[src/rtl/fft_input_framer.sv]
`timescale 1ns/1ps
// Input framer for the 8-point FFT core: gathers a serial complex sample stream
// into 8-sample frames, then drives the core's write and start pulses.
//
// state | meaning
// IDLE  | waiting for a full fill buffer and an idle core
// LOAD  | frame registers just loaded from the buffer, write pulse high
// FIRE  | start pulse high, busy counter armed with FFT_LATENCY
module fft_input_framer #(
    parameter int DATA_W      = 16,
    parameter int FFT_LATENCY = 4,
    parameter int CHECK_LAST  = 1
) (
    input  logic              clk,
    input  logic              rst,
    input  logic              in_valid,
    output logic              in_ready,
    input  logic [DATA_W-1:0] in_real,
    input  logic [DATA_W-1:0] in_imag,
    input  logic              in_last,
    output logic              write,
    output logic              start,
    output logic [DATA_W-1:0] frame0_real,
    output logic [DATA_W-1:0] frame1_real,
    output logic [DATA_W-1:0] frame2_real,
    output logic [DATA_W-1:0] frame3_real,
    output logic [DATA_W-1:0] frame4_real,
    output logic [DATA_W-1:0] frame5_real,
    output logic [DATA_W-1:0] frame6_real,
    output logic [DATA_W-1:0] frame7_real,
    output logic [DATA_W-1:0] frame0_imag,
    output logic [DATA_W-1:0] frame1_imag,
    output logic [DATA_W-1:0] frame2_imag,
    output logic [DATA_W-1:0] frame3_imag,
    output logic [DATA_W-1:0] frame4_imag,
    output logic [DATA_W-1:0] frame5_imag,
    output logic [DATA_W-1:0] frame6_imag,
    output logic [DATA_W-1:0] frame7_imag,
    output logic              frame_err,
    output logic              busy
);

    typedef enum logic [1:0] {
        IDLE = 2'd0,
        LOAD = 2'd1,
        FIRE = 2'd2
    } state_t;

    localparam logic [3:0] LATENCY = 4'(FFT_LATENCY);

    state_t            state;
    logic [2:0]        fill_idx;
    logic              buf_full;
    logic [3:0]        busy_cnt;
    logic [DATA_W-1:0] buf_real [8];
    logic [DATA_W-1:0] buf_imag [8];
    logic [DATA_W-1:0] frm_real [8];
    logic [DATA_W-1:0] frm_imag [8];

    logic accept;
    logic last_slot;
    logic frame_done;
    logic frame_bad;
    logic transfer;

    assign in_ready  = !buf_full && rst;
    assign accept    = in_valid && in_ready;
    assign last_slot = (fill_idx == 3'd7);
    assign busy      = (busy_cnt != 4'd0);
    assign transfer  = (state == IDLE) && buf_full && (busy_cnt == 4'd0);

    generate
        if (CHECK_LAST != 0) begin : g_check_last
            assign frame_done = accept && last_slot && in_last;
            assign frame_bad  = accept && (last_slot != in_last);
        end else begin : g_count_only
            assign frame_done = accept && last_slot;
            assign frame_bad  = 1'b0;
        end
    endgenerate

    // Fill side: index, full flag and error pulse.
    always_ff @(posedge clk or negedge rst) begin
        if (!rst) begin
            fill_idx  <= 3'd0;
            buf_full  <= 1'b0;
            frame_err <= 1'b0;
        end else begin
            frame_err <= frame_bad;
            if (frame_done || frame_bad) begin
                fill_idx <= 3'd0;
            end else if (accept) begin
                fill_idx <= fill_idx + 3'd1;
            end
            if (frame_done) begin
                buf_full <= 1'b1;
            end else if (transfer) begin
                buf_full <= 1'b0;
            end
        end
    end

    // Buffer contents are don't-care after reset, so no reset branch here.
    always_ff @(posedge clk) begin
        if (accept) begin
            buf_real[fill_idx] <= in_real;
            buf_imag[fill_idx] <= in_imag;
        end
    end

    always_ff @(posedge clk or negedge rst) begin
        if (!rst) begin
            state    <= IDLE;
            write    <= 1'b0;
            start    <= 1'b0;
            busy_cnt <= 4'd0;
            for (int k = 0; k < 8; k++) begin
                frm_real[k] <= '0;
                frm_imag[k] <= '0;
            end
        end else begin
            if (busy_cnt != 4'd0) begin
                busy_cnt <= busy_cnt - 4'd1;
            end
            case (state)
                IDLE: begin
                    if (transfer) begin
                        for (int k = 0; k < 8; k++) begin
                            frm_real[k] <= buf_real[k];
                            frm_imag[k] <= buf_imag[k];
                        end
                        write <= 1'b1;
                        state <= LOAD;
                    end
                end
                LOAD: begin
                    write    <= 1'b0;
                    start    <= 1'b1;
                    busy_cnt <= LATENCY;
                    state    <= FIRE;
                end
                FIRE: begin
                    start <= 1'b0;
                    state <= IDLE;
                end
                default: begin
                    write <= 1'b0;
                    start <= 1'b0;
                    state <= IDLE;
                end
            endcase
        end
    end

    assign frame0_real = frm_real[0];
    assign frame1_real = frm_real[1];
    assign frame2_real = frm_real[2];
    assign frame3_real = frm_real[3];
    assign frame4_real = frm_real[4];
    assign frame5_real = frm_real[5];
    assign frame6_real = frm_real[6];
    assign frame7_real = frm_real[7];
    assign frame0_imag = frm_imag[0];
    assign frame1_imag = frm_imag[1];
    assign frame2_imag = frm_imag[2];
    assign frame3_imag = frm_imag[3];
    assign frame4_imag = frm_imag[4];
    assign frame5_imag = frm_imag[5];
    assign frame6_imag = frm_imag[6];
    assign frame7_imag = frm_imag[7];

endmodule

[config.mk]
export PLATFORM = sky130hd
export DESIGN_NAME = fft_input_framer
export DESIGN_NICKNAME = d
export VERILOG_FILES = /design/src/rtl/fft_input_framer.sv
export SDC_FILE = /design/constraint.sdc
export NUM_CORES = 1
export LEC_CHECK = 0
export CAP_MARGIN = 20
export CORE_AREA = 2 2 198 200
export DETAILED_ROUTE_END_ITERATION = 10
export DIE_AREA = 0 0 200 202
export GPL_TIMING_DRIVEN = 0
export PLACE_DENSITY = 0.74
export RECOVER_POWER = 25
export SETUP_SLACK_MARGIN = 0.5
export SYNTH_ARGS = -nofsm -noshare
export SYNTH_HDL_FRONTEND = slang
export SYNTH_SLANG_ARGS = --single-unit
[constraint.sdc]
create_clock -name clk -period 12.1 [get_ports clk]
set_input_delay 3.63 -clock clk [delete_from_list [all_inputs] [get_ports clk]]
set_output_delay 3.63 -clock clk [all_outputs]
set_load 0.02 [all_outputs]
==> results.cfg <==
[status]
status = finished, final reports clean

[die]
die-area_um2 = 40400
die_h_um = 202
initial_core_util_pct = 49.3
core_um2 = 38300
ioPinCount = 297
dieWidth_um = 200
rows = 72

[clocking]
clock-root-buffer = clkbuf_16
cts_num_sinks = 525
insertion_delay_ns = 0.58
cts_made_buffers = 52
clockBufferDepth = 3
postCtsSetupBuffers = 0
path_clk_slew_ns = 0.06
h-tree-depth = 2
cts_resized = 0
cts_hold_buf = 0
cts_tree = yes

[place]
dpl.hpwl_um = 27900
gp_congestion = 0.733
pre_cts_ws_ns = 3.54
port_buffers = 296

[synthesis]
ys.flop_type = dfrtp_1
syn_area_per_cell_um2 = 21.8
synthCells = 864
netlist_area_um2 = 18900
synth.ff_latch_count = 525
yosys-top-cells-area = edfxtp_1, dfrtp_1, mux2_4, buf_12, mux2_2
synth_top_area_cell = edfxtp_1
syn-num-nets = 904
seq_area_frac_synth_pct = 76.4
synth_top_area_share_pct = 40.7
ys_types = 31
ys_warn_count = 0
synth_edf_count = 256
synthArstFlopShare_pct = 51.2

[setup_path]
start_kind = primary input
crit_arrival_ns = 4.88
path_class = primary input to output port
critPathMaxFanout = 55
endpoint_kind = output port
critical_path_required_ns = 8.47

[sta]
slew_headroom_pct = 31.1
fmax_mhz = 117
worst_slew_pin_slew_ns = 1.03
hold_viol = 0
period_minus_slack_ns = 8.51
maxSlewViolCount = 0
finClkSkew_ns = 0.0149
worst_slack_ns = 3.59
fin_hold_ws_ns = 0.453
rsz0062_at_grt = false
finalSetupViolCount = 0
fin_crit_sh_pct = 70.4

[route]
drt-total-wl_um = 41200
drtIter0Drc = 458
wire_per_inst_um = 22.9
vias = 8980
via_per_inst = 4.99
drc = 0
ant_nets = 0
drtPass1Iterations = 4

[cells_and_area]
finalNetCount = 1277
fill_cells = 2892
drive_gt1_share_pct = 12.8
final_util_pct = 61.2
biggestRegsByFlops = buf_imag: 128 flops, buf_real: 128 flops
n_antenna_cell = 0
multi_input_area_um2 = 3310
syn2layout_area_growth_pct = 24.1
seq_area_um2 = 14400

[power_and_ir_drop]
power_density_nw_per_um2 = 164
vdd_drop_max_mv = 0.119
p_clk_share_pct = 40.5
share_comb_of_total_power_pct = 7.8
pwr-share-seq_pct = 51.7
p_int_w = 0.00299
p_leak_nw = 9.87
power.total_w = 0.00385
switching_share_pct = 22.3
switching_power_w = 0.000858

[hold_path]
worst_hold_path_type = register to register

[global_routing]
antenna_found_initial = 0
grt_pass1_vias = 9716
gr-usage-all-layers_pct = 21.1
globalRouteOverflowTotal = 0
grt_pass1_wl_um = 62400
grt_max_degree = 116

[run]
drv_cap = 0
[critical path, stage by stage]
cell             delay (ns)
buf_8                  0.36
nor2b_1                0.25
clkdlybuf4s50_1        0.64
[power groups by stage]
stage	clock [W]	combinational, W	sequential, W
floorplan	0	0.0000986	0.00207
global placement	0	0.000315	0.00203
detailed placement	0	0.000331	0.00203
CTS	0.00159	0.000332	0.00199
global route	0.00166	0.000325	0.00200
finish	0.00156	0.000301	0.00199
[cells in the mapped netlist, types with 2 or more instances]
cell type    n
buf_4        2
ha_1         4
edfxtp_1   256
inv_1        4
dfrtp_1    269
nor2_1      11
mux2_1      20
buf_12      22
nand2b_1     2
xnor2_1      2
nor2b_1      3
o21ai_0      3
buf_6        4
nand2_1      6
mux2_2      36
mux2_4     200
nor3_1       5
nor4_1       2
[routing by layer]
metal	GRT usage [%]	wire length (um)
met1	28.4	17800
met2	33.1	19500
met3	6.66	3030
met5	0	0
met4	5.90	869
[final cells by class]
| type | count | area share, % |
|---|---|---|
| plain buffers | 30 | 0.481 |
| clock buffers | 76 | 6.29 |
| clock inverters | 22 | 0.790 |
| inverters | 5 | 0.0854 |
| multi-input cells | 304 | 14.1 |
| flip-flops and latches | 525 | 61.5 |
| well taps | 518 | 2.77 |
| repair buffers | 319 | 13.9 |
[cells in the final DEF, fill, tap and decap left out, drive strengths merged, types with 5 or more instances in the layout]
master and n:
edfxtp 256, nor2 11, inv 6, clkdlybuf4s50 292, clkbuf 106, dfrtp 269, nand2 6, buf 24
nor3 5, mux2 256, clkinv 16
[worst paths after layout]
check	cells past startpoint	to	slack [ns]	start
max	3	in_ready	3.59	rst
min	1	frame2_imag[4]	0.45	buf_imag[2][4]
max reg2reg	9	frame6_real[11]	8.16	busy_cnt[0]
min reg2reg	1	frame2_imag[4]	0.45	buf_imag[2][4]
max in group asynchronous	2	frame7_imag[9]	8.14	rst
min in group asynchronous	1	state[0]	2.98	rst
[per-stage QoR]
stage / setup TNS (ns) / cells / cell area [um2]
2_1_floorplan: 0 / 864 / 18900
3_3_place_gp: -3149.96 / 1678 / 22500
3_5_place_dp: 0 / 1701 / 22800
4_1_cts: 0 / 1799 / 24500
5_1_grt: 0 / 1799 / 23400
6_report: 0 / 1799 / 23400
[kinds of logic after synthesis]
logic type,share of synthesized area (%)
adders and majority gates,0.265
DFF,76.4
xor gates and xnor gates,0.0928
buffers and inverters,2.80
and+or+nand+nor,0.888
muxes,19.3
AOI/OAI and AO/OA,0.272
(Power assumes the default switching activity.)
